**config.mk**
```make
export PLATFORM = sky130hd
export DESIGN_NAME = ts_packet_capture_flat
export DESIGN_NICKNAME = d
export VERILOG_FILES = /design/src/rtl/ts_packet_capture_if.sv /design/src/rtl/ts_packet_capture.sv /design/src/flat_wrapper.sv
export SDC_FILE = /design/constraint.sdc
export NUM_CORES = 2
export LEC_CHECK = 0
export CAP_MARGIN = 20
export CORE_MARGIN = 5
export CORE_UTILIZATION = 30
export CTS_CLUSTER_SIZE = 40
export DETAILED_ROUTE_END_ITERATION = 8
export PLACE_DENSITY = 0.49
export SYNTH_ARGS = -nofsm -noshare
export SYNTH_HDL_FRONTEND = slang
export SYNTH_SLANG_ARGS = --single-unit
```
**constraint.sdc**
```tcl
create_clock -name clk -period 3.7 [get_ports clk]
set_clock_uncertainty 0.05 [all_clocks]
set_input_delay 0.555 -clock clk [delete_from_list [all_inputs] [get_ports clk]]
set_output_delay 0.555 -clock clk [all_outputs]
set_load 0.05 [all_outputs]
```
**src/rtl/ts_packet_capture_if.sv**
```systemverilog
// Bundles the TS byte stream and the host register port of ts_packet_capture.
// master drives the stream and register requests; slave is the capture block.
// Read data and pkt_ready flow back from the slave.
interface ts_packet_capture_if #(
    parameter int DW = 32,
    parameter int AW = 11
);
    logic          ts_valid;
    logic          ts_sync;
    logic [7:0]    ts_data;
    logic          wen;
    logic [AW-1:0] waddr;
    logic [DW-1:0] wdata;
    logic          ren;
    logic [AW-1:0] raddr;
    logic [DW-1:0] rdata;
    logic          pkt_ready;

    modport master (
        output ts_valid, ts_sync, ts_data, wen, waddr, wdata, ren, raddr,
        input  rdata, pkt_ready
    );

    modport slave (
        input  ts_valid, ts_sync, ts_data, wen, waddr, wdata, ren, raddr,
        output rdata, pkt_ready
    );
endinterface

```
**src/rtl/ts_packet_capture.sv**
```systemverilog
// Captures one sync-aligned 188-byte TS packet (optional PID filter) into a word buffer read by the host.
// Latency: a byte is stored on the edge it is valid; pkt_ready rises the cycle after byte 187; rdata 1 cycle after ren.
// Backpressure: none on the stream; while the buffer is full, packets are dropped and counted until ACK.
module ts_packet_capture #(
    parameter int C_S_AXI_DATA_WIDTH = 32,
    parameter int OPT_MEM_ADDR_BITS  = 10,
    parameter int PACK_BYTE_SIZE     = 188,
    parameter int ADDR_TS_DATA_BASE  = 128
) (
    input  logic               clk,
    input  logic               rst_n,
    ts_packet_capture_if.slave bus
);
    localparam int DW             = C_S_AXI_DATA_WIDTH;
    localparam int AW             = OPT_MEM_ADDR_BITS + 1;
    localparam int PACK_WORD_SIZE = PACK_BYTE_SIZE / 4;

    localparam logic [AW-1:0] A_CTRL   = AW'(0);
    localparam logic [AW-1:0] A_PID    = AW'(1);
    localparam logic [AW-1:0] A_STATUS = AW'(2);
    localparam logic [AW-1:0] A_ACK    = AW'(3);
    localparam logic [AW-1:0] A_DROPS  = AW'(4);
    localparam logic [AW-1:0] A_BASE   = AW'(ADDR_TS_DATA_BASE);
    localparam logic [7:0]    LAST_IDX = 8'(PACK_BYTE_SIZE - 1);
    localparam logic [7:0]    SYNC_BYTE = 8'h47;

    typedef enum logic [1:0] {S_IDLE, S_CAPT, S_FULL} state_t;

    state_t        state_q, state_d;
    logic [7:0]    cnt_q, cnt_d;
    logic [4:0]    pid_hi_q, pid_hi_d;
    logic [31:0]   drops_q, drops_d;
    logic [1:0]    ctrl_q;
    logic [12:0]   pid_q;
    logic [DW-1:0] rdata_q;
    logic [DW-1:0] rd_val;

    // Packet buffer: no reset, contents are only meaningful once FULL.
    logic [DW-1:0] mem [0:PACK_WORD_SIZE-1];

    logic          st_en;
    logic [7:0]    st_idx;
    logic          is_sof;
    logic          ack;
    logic [AW-1:0] roff;
    logic          rd_in_buf;

    assign is_sof    = bus.ts_valid && bus.ts_sync && (bus.ts_data == SYNC_BYTE);
    assign ack       = bus.wen && (bus.waddr == A_ACK) && (state_q == S_FULL);
    assign roff      = bus.raddr - A_BASE;
    assign rd_in_buf = (bus.raddr >= A_BASE) && (roff < AW'(PACK_WORD_SIZE));

    assign bus.rdata     = rdata_q;
    assign bus.pkt_ready = (state_q == S_FULL);

    // Capture FSM: packet alignment, PID filter, drop counting and buffer release.
    always_comb begin
        state_d  = state_q;
        cnt_d    = cnt_q;
        pid_hi_d = pid_hi_q;
        drops_d  = drops_q;
        st_en    = 1'b0;
        st_idx   = cnt_q;
        case (state_q)
            S_IDLE: begin
                if (ctrl_q[0] && is_sof) begin
                    st_en   = 1'b1;
                    st_idx  = 8'd0;
                    cnt_d   = 8'd1;
                    state_d = S_CAPT;
                end
            end
            S_CAPT: begin
                if (!ctrl_q[0]) begin
                    // Enable cleared: the partial packet is simply abandoned.
                    state_d = S_IDLE;
                end else if (bus.ts_valid && bus.ts_sync) begin
                    // Early sync: restart on a good sync byte, otherwise resynchronise from IDLE.
                    if (bus.ts_data == SYNC_BYTE) begin
                        st_en  = 1'b1;
                        st_idx = 8'd0;
                        cnt_d  = 8'd1;
                    end else begin
                        state_d = S_IDLE;
                    end
                end else if (bus.ts_valid) begin
                    st_en = 1'b1;
                    cnt_d = cnt_q + 8'd1;
                    if (cnt_q == 8'd1) begin
                        pid_hi_d = bus.ts_data[4:0];
                    end
                    if ((cnt_q == 8'd2) && ctrl_q[1] && ({pid_hi_q, bus.ts_data} != pid_q)) begin
                        state_d = S_IDLE;
                    end else if (cnt_q == LAST_IDX) begin
                        state_d = S_FULL;
                    end
                end
            end
            S_FULL: begin
                if (ack) begin
                    // Release wins over a same-cycle sync; that sync byte starts the next packet.
                    if (ctrl_q[0] && is_sof) begin
                        st_en   = 1'b1;
                        st_idx  = 8'd0;
                        cnt_d   = 8'd1;
                        state_d = S_CAPT;
                    end else begin
                        state_d = S_IDLE;
                    end
                end else if (bus.ts_valid && bus.ts_sync && (drops_q != 32'hFFFF_FFFF)) begin
                    drops_d = drops_q + 32'd1;
                end
            end
            default: state_d = S_IDLE;
        endcase
    end

    // Register read mux; unmapped addresses return zero.
    always_comb begin
        rd_val = '0;
        case (bus.raddr)
            A_CTRL:   rd_val = DW'(ctrl_q);
            A_PID:    rd_val = DW'(pid_q);
            A_STATUS: rd_val = DW'({state_q == S_CAPT, state_q == S_FULL});
            A_DROPS:  rd_val = DW'(drops_q);
            default: begin
                if (rd_in_buf) begin
                    rd_val = mem[roff[5:0]];
                end
            end
        endcase
    end

    // Byte-lane write into the packet buffer: byte k goes to word k/4, lane k%4.
    always_ff @(posedge clk) begin
        if (st_en) begin
            mem[st_idx[7:2]][8*st_idx[1:0] +: 8] <= bus.ts_data;
        end
    end

    // FSM, counters and host-visible registers.
    always_ff @(posedge clk or negedge rst_n) begin
        if (!rst_n) begin
            state_q  <= S_IDLE;
            cnt_q    <= '0;
            pid_hi_q <= '0;
            drops_q  <= '0;
            ctrl_q   <= '0;
            pid_q    <= '0;
            rdata_q  <= '0;
        end else begin
            state_q  <= state_d;
            cnt_q    <= cnt_d;
            pid_hi_q <= pid_hi_d;
            drops_q  <= drops_d;
            if (bus.wen && (bus.waddr == A_CTRL)) begin
                ctrl_q <= bus.wdata[1:0];
            end
            if (bus.wen && (bus.waddr == A_PID)) begin
                pid_q <= bus.wdata[12:0];
            end
            if (bus.ren) begin
                rdata_q <= rd_val;
            end
        end
    end
endmodule

```
**src/flat_wrapper.sv**
```systemverilog
// flat-port wrapper written by rule: the top's interface ports become plain ports
module ts_packet_capture_flat 
#(
    parameter int C_S_AXI_DATA_WIDTH = 32,
    parameter int OPT_MEM_ADDR_BITS  = 10,
    parameter int PACK_BYTE_SIZE     = 188,
    parameter int ADDR_TS_DATA_BASE  = 128
)
  (clk, rst_n, bus_ts_valid, bus_ts_sync, bus_ts_data, bus_wen, bus_waddr, bus_wdata, bus_ren, bus_raddr, bus_rdata, bus_pkt_ready);
  ts_packet_capture_if #(.DW(32), .AW(11)) bus_i ();
  input  logic clk;
  input  logic rst_n;
  input wire logic [$bits(bus_i.ts_valid)-1:0] bus_ts_valid;
  input wire logic [$bits(bus_i.ts_sync)-1:0] bus_ts_sync;
  input wire logic [$bits(bus_i.ts_data)-1:0] bus_ts_data;
  input wire logic [$bits(bus_i.wen)-1:0] bus_wen;
  input wire logic [$bits(bus_i.waddr)-1:0] bus_waddr;
  input wire logic [$bits(bus_i.wdata)-1:0] bus_wdata;
  input wire logic [$bits(bus_i.ren)-1:0] bus_ren;
  input wire logic [$bits(bus_i.raddr)-1:0] bus_raddr;
  output wire logic [$bits(bus_i.rdata)-1:0] bus_rdata;
  output wire logic [$bits(bus_i.pkt_ready)-1:0] bus_pkt_ready;
  assign bus_i.ts_valid = bus_ts_valid;
  assign bus_i.ts_sync = bus_ts_sync;
  assign bus_i.ts_data = bus_ts_data;
  assign bus_i.wen = bus_wen;
  assign bus_i.waddr = bus_waddr;
  assign bus_i.wdata = bus_wdata;
  assign bus_i.ren = bus_ren;
  assign bus_i.raddr = bus_raddr;
  assign bus_rdata = bus_i.rdata;
  assign bus_pkt_ready = bus_i.pkt_ready;
  ts_packet_capture #(.C_S_AXI_DATA_WIDTH(C_S_AXI_DATA_WIDTH), .OPT_MEM_ADDR_BITS(OPT_MEM_ADDR_BITS), .PACK_BYTE_SIZE(PACK_BYTE_SIZE), .ADDR_TS_DATA_BASE(ADDR_TS_DATA_BASE)) u_core (.clk(clk), .rst_n(rst_n), .bus(bus_i));
endmodule
```
-- Word level (Yosys, flattened, before mapping)
Memory sizes are Yosys's and may differ from the RTL's.
Index checks and enable logic that the tools add are counted.
- register bits: 94
- RAM bits: 1504
- bits of input ports: 68
- output and inout bits: 33
- logic and storage cells: 92
- memories: 1
- $add $sub $neg: 4
- order comparisons: 2
- eq/ne operators: 21
- shift-type cells: 2
- mux-type cells: 34
- bitwise logic cells: 2
- reduce and logical (&&, ||, !) cells: 19
- memory list (memory ; words ; bits a word ; read ports ; clocked after memory_dff ; write ports ; line ; text):
    u_core.mem ; 47 ; 32 ; 1 ; 0 ; 1 ; ts_packet_capture.sv:39 ; logic [DW-1:0] mem [0:PACK_WORD_SIZE-1];
- operators with widths (kind ; number):
    $pmux 32 s4 ; 1
    $mux 8 ; 11
    $mux 32 ; 2
    $pmux 8 s3 ; 2
    $neg 5->34 ; 1
    $shift 8x34->32 const A ; 1
    $shiftx 8x34->32 ; 1
    $add 32x1->32 const B ; 1
    $ne 32x32->1 const B ; 1
    $eq 11x1->1 const B ; 2
    $eq 11x2->1 const B ; 2
    $logic_not 11->1 ; 2
    $mux 2 ; 8
    $reduce_and 5->1 ; 3
    $ne 13x13->1 ; 1
    $eq 11x3->1 const B ; 1
    $ge 11x8->1 const B ; 1
    $logic_and 1x1->1 ; 11
    $lt 11x6->1 const B ; 1
    $sub 11x8->11 const B ; 1
    $add 8x1->8 const B ; 1
    $eq 8x1->1 const B ; 1
    $eq 8x2->1 const B ; 1
    $eq 8x7->1 const B ; 1
    other kinds (15) ; 26

-- Logic depth before layout (Yosys ltp)
- depth after elaboration: 9
- gate-level depth with buffers: 11
- mapped depth without buffers: 9

-- Least setup slack after synthesis
No wires, ideal clock.
- path kind: in2reg
- start: input bus_waddr[7]
- end: memory u_core.mem[34][0], enable pin
- setup time: 383 ps
- arrival time: 3245 ps
- required time: 3267 ps
- slack: 22 ps
- stages: 11
- path buffers: 2
- path through: nor4_2 a41oi_1 or3_1 a21oi_1 nor2_1 inv_1 ha_1 nand2b_1 clkbuf_1 clkbuf_1 nor3_1
- longest elaborated chain between the ends: 8
- elaborated cells on any way between the ends: 11
- those cells by class: add/sub (1); eq/ne (1); shift (1); mux (6); reduce/logical (2)
- ends and longest elaborated chain (what ; line ; text):
    from (decl) ; flat_wrapper.sv:17 ; input wire logic [$bits(bus_i.waddr)-1:0] bus_waddr;
    $eq 11x2->1 * ; ts_packet_capture.sv:49 ; assign ack = bus.wen && (bus.waddr == A_ACK) && (state_q == S_FULL);
    $logic_and 1x1->1 * (2 in a row) ; ts_packet_capture.sv:49 ;
    $mux 8 ; ts_packet_capture.sv:100 ; if (ack) begin
    $pmux 8 s3 ; ts_packet_capture.sv:64 ; case (state_q)
    $neg 5->34 ; ts_packet_capture.sv:137 ; mem[st_idx[7:2]][8*st_idx[1:0] +: 8] <= bus.ts_data;
    $shift 8x34->32 ; ts_packet_capture.sv:137 ;
    $mux 32 (not written as such) ; ts_packet_capture.sv:137 ;
    to (decl) ; ts_packet_capture.sv:39 ;
Every way passes the cells marked *; elsewhere a longest branch is shown, timed or not.

-- Worst setup path after layout
- start: register u_core.state_q[0]
- end: memory u_core.mem[26][8], enable pin
- longest elaborated chain between the ends: 7
- elaborated cells on any way between the ends: 12
- those cells by class: add/sub (1); eq/ne (2); shift (1); mux (6); reduce/logical (2)
- ends and longest elaborated chain (what ; line ; text):
    from (decl) ; ts_packet_capture.sv:29 ; state_t state_q, state_d;
    from (signal assigned) ; ts_packet_capture.sv:152 ; state_q <= state_d;
    $eq 2x2->1 ; ts_packet_capture.sv:49, ts_packet_capture.sv:64 ;
    $logic_and 1x1->1 ; ts_packet_capture.sv:49 ;
    $mux 8 ; ts_packet_capture.sv:100 ;
    $pmux 8 s3 ; ts_packet_capture.sv:64 ;
    $neg 5->34 ; ts_packet_capture.sv:137 ;
    $shift 8x34->32 ; ts_packet_capture.sv:137 ;
    $mux 32 (not written as such) ; ts_packet_capture.sv:137 ;
Several ways; a longest one is shown, not always the timed one.

==> results by group <==
Yosys
  • Top post-synthesis cells by area: edfxtp_1 (71%), mux4_2 (12%), dfrtp_1 (3.7%), nor3_1 (1.6%), mux2i_1 (1.4%)
  • Yosys cell types: 65
  • Synth Net Count: between 3,000 and 4,000
  • Post-synth EDFFs: about 1,500
  • Most numerous cell in the Yosys netlist: edfxtp_1
  • Register area share after synthesis: roughly 75%
  • Synth Instances: 3,212
  • Synth Cell Area: around 63,000 um^2
  • Most used DFF post-synth: edfxtp_1
  • Yosys top cell area share: between 70% and 80%
  • Post-synth top cells: edfxtp_1 (1,504), mux4_2 (350), nor3_1 (197)
  • FFs w/ async S/R, synth: under 10%
  • Synth area leader: edfxtp_1
  • #FFs+latches synth: about 1,600
  • Yosys warnings: 0
  • Mapped Avg Cell Area: around 20 um^2

STA
  • Final min period: 3.26 ns
  • Worst-margin pin slew: about 1.1 ns
  • Setup TNS: 0 ns
  • Final worst-path cycle share: about 88%
  • Max Transition Viols Final: 0
  • Final hold vios: 0
  • Max Clk Rate: roughly 310 MHz
  • RSZ-0062 raised after global routing: false
  • Rel. slew slack: between 20% and 30%
  • Final setup fails: 0

Clocking
  • Clk buf depth: 3
  • Clock root cell: clkbuf_16
  • Later-pin clock latency in the skew report: about 0.81 ns
  • # clock sinks: 1,598
  • Clk slew on worst S/H paths: 0.06 ns
  • CTS buffer count: roughly 160
  • CTS tree: done
  • CTS H-Tree Depth: 4
  • CTS resizes: 0

Worst setup path
  • Critical Path Start Type: flip-flop
  • Worst-path cell chain: nand2b_4 -> a41oi_1 -> or3_1 -> a21oi_1 -> nor2_1 -> inv_1 -> ha_1 -> nand2b_2 -> nor3_1
  • Worst Path Buf+Inv: 1
  • Kind of critical path: flip-flop to flip-flop
  • Worst Path Max Fanout: 8
  • Critical path required time: a little over 4 ns
  • Crit Reg-Reg Startpoint: u_core.state_q[0]
  • Crit end category: flip-flop
  • CP arrival: around 3.6 ns
  • Reg2Reg Setup Slack: 0.44 ns
  • Worst path top cell family by delay: simple AND/OR/NAND/NOR gates
  • R2r endpoint: u_core.mem[26][8]
  • R2r worst-path depth: 9
  • CP max-delay cell: nor3_1
  • CP max stage delay: 0.94 ns

Global route
  • Largest net degree at the start of global routing: 95
  • First-pass GRT wire length: 245 mm
  • Initial antenna violation count: 10
  • All-Layer GR Usage: 15.3%
  • Total global routing overflow: 0
  • Number of global-route vias before repair: 33,900

Route
  • DRC errors left: 0
  • Detailed Routing Iterations Pass 1: 5
  • Drt total wl: 170 mm
  • Drt via density: 4.95
  • Routed len/inst: ~25 um
  • DRT antenna net count: 0
  • Drt initial violations: just under 3,000
  • Vias: ~33,000

Floorplan
  • Io pins: about 100
  • Core ar.: roughly 210,000 um^2
  • Die footprint: ~220,000 um^2
  • Die X: about 470 um
  • Chip height: 469 um
  • Rows: 168
  • Initial Utilization: about 30%

Placement
  • Placed cell count: approximately 6,400
  • GP Congestion: 0.798
  • PortBufs: 81
  • DP HPWL: approximately 110 mm

Worst hold path
  • Tightest Hold Check Type: input port to asynchronous set/reset pin

Run
  • Max_cap viols: 0

Power
  • Reg power frac: a little over half
  • Pwr dens: about 500 nW/um^2
  • Sw Ratio: a little over a fifth
  • VDD IR max: ~0.5 mV
  • LEAKAGE: about 23 nW
  • Internal: about 29 mW
  • Pwr Total: around 37 mW
  • Combinational power share: a little over 4%
  • Switching power: just under 8 mW
  • Clock Power Share: 43.1%

Finish
  • Final #Nets: 3,806
  • Area Overhead vs Synth: 21.0%
  • Fillers: ~19,000
  • Finished Layout Cells: 6,672
  • Layout cells sized above 1: between 30% and 40%

Outcome
  • Status: completed
[stage by stage]
| step | util [%] | area (um^2) | setup WS, ns | hold slack (ns) |
|---|---|---|---|---|
| 5_1_grt | 36.5 | 76500 | 0.278 | 0.290 |
| 6_report | 36.5 | 76500 | 0.439 | 0.234 |
| 4_1_cts | 36.5 | 76400 | 0.425 | 0.233 |
| 2_1_floorplan | - | 63200 | 0.0218 | 0.209 |
| 3_3_place_gp | 34.0 | 71200 | -0.313 | 0.415 |
| 3_5_place_dp | 34.0 | 71200 | -0.339 | 0.419 |
[layer usage]
metal	global-route usage, %	part of all wire (%)
met4	3.89	2.0
met2	24.1	46
met5	0	0
met3	2.35	5.9
met1	22.3	46
[cell usage in the layout (no fill, tap or decap), drive strengths merged, types with 10 or more instances in the layout]
| cell type | count |
|---|---|
| a211oi | 10 |
| a21oi | 90 |
| a221oi | 12 |
| a22oi | 67 |
| and2 | 37 |
| and3 | 26 |
| buf | 489 |
| bufinv | 13 |
| clkbuf | 200 |
| clkdlybuf4s50 | 75 |
| clkinv | 71 |
| dfrtp | 94 |
| edfxtp | 1504 |
| inv | 22 |
| mux2 | 20 |
| mux2i | 91 |
| mux4 | 350 |
| nand2 | 93 |
| nand2b | 18 |
| nand3 | 22 |
| nand4 | 16 |
| nor2 | 45 |
| nor2b | 11 |
| nor3 | 200 |
| o211ai | 53 |
| o21ai | 52 |
| o221ai | 28 |
| o22ai | 29 |
| xnor2 | 24 |
| xor2 | 19 |
[flip-flops by register name (all words and copies together), names as in the netlist]
register and count:
u_core.pid_q 13, u_core.state_q 2, u_core.cnt_q 8, u_core.pid_hi_q 5, u_core.bus.rdata 32, u_core.mem 1504
u_core.drops_q 32, u_core.ctrl_q 2
[power by group through the flow]
stage	Sequential [mW]	Clock (mW)	Combinational (mW)
6_report	19.7	16.1	1.53
3_3_place_gp	20.1	0	1.55
3_5_place_dp	20.1	0	1.55
2_1_floorplan	20.1	0	0.824
4_1_cts	19.7	16.5	1.56
5_1_grt	19.7	17.2	1.63
[worst max path at each step]
| stage | from | end | slack [ns] | cells past startpoint |
|---|---|---|---|---|
| 4_1_cts | u_core.state_q[0] | u_core.mem[44][26] | 0.43 | 10 |
| 6_report | u_core.state_q[0] | u_core.mem[26][8] | 0.44 | 9 |
| 3_5_place_dp | bus_waddr[3] | u_core.mem[26][12] | -0.34 | 10 |
| 5_1_grt | u_core.state_q[0] | u_core.mem[26][8] | 0.28 | 9 |
| 2_1_floorplan | bus_waddr[7] | u_core.mem[34][0] | 0.02 | 11 |
| 3_3_place_gp | bus_waddr[3] | u_core.mem[46][13] | -0.31 | 10 |
[timing repair]
action | CTS | global route
hold endpoints to repair | 94 | 0
setup buffers | 0 | 0
hold buffers | 1 | 0
[layout make-up]
class | count | area, um^2 | area share [%]
timing repair buffer | 569 | 5520 | 7.22
multi-input combinational | 1385 | 14700 | 19.2
antenna | 6 | 15.0 | 0.0196
clock buffer | 196 | 4230 | 5.53
clock inverter | 98 | 970 | 1.27
sequential | 1598 | 47500 | 62.1
tap | 2805 | 3510 | 4.59
inverter | 15 | 56.3 | 0.0736
[worst min-delay path: stages]
cell,delay [ns]
dlygate4sd3_1,0.52
buf_4,0.11
buf_12,0.33
[logic make-up (layout without fill, tap and decap cells)]
| group | after synthesis | after routing | synth area share (%) |
|---|---|---|---|
| AOI/OAI and AO/OA | 369 | 369 | 3.89 |
| xor gates and xnor gates | 43 | 43 | 0.596 |
| adders and majority gates | 8 | 8 | 0.158 |
| buffers and inverters | 229 | 878 | 1.72 |
| DFF | 1598 | 1598 | 75.2 |
| muxes | 461 | 461 | 14.3 |
| other | 0 | 6 | 0 |
| and+or+nand+nor | 504 | 504 | 4.18 |
Power figures use the tool's default switching activity.
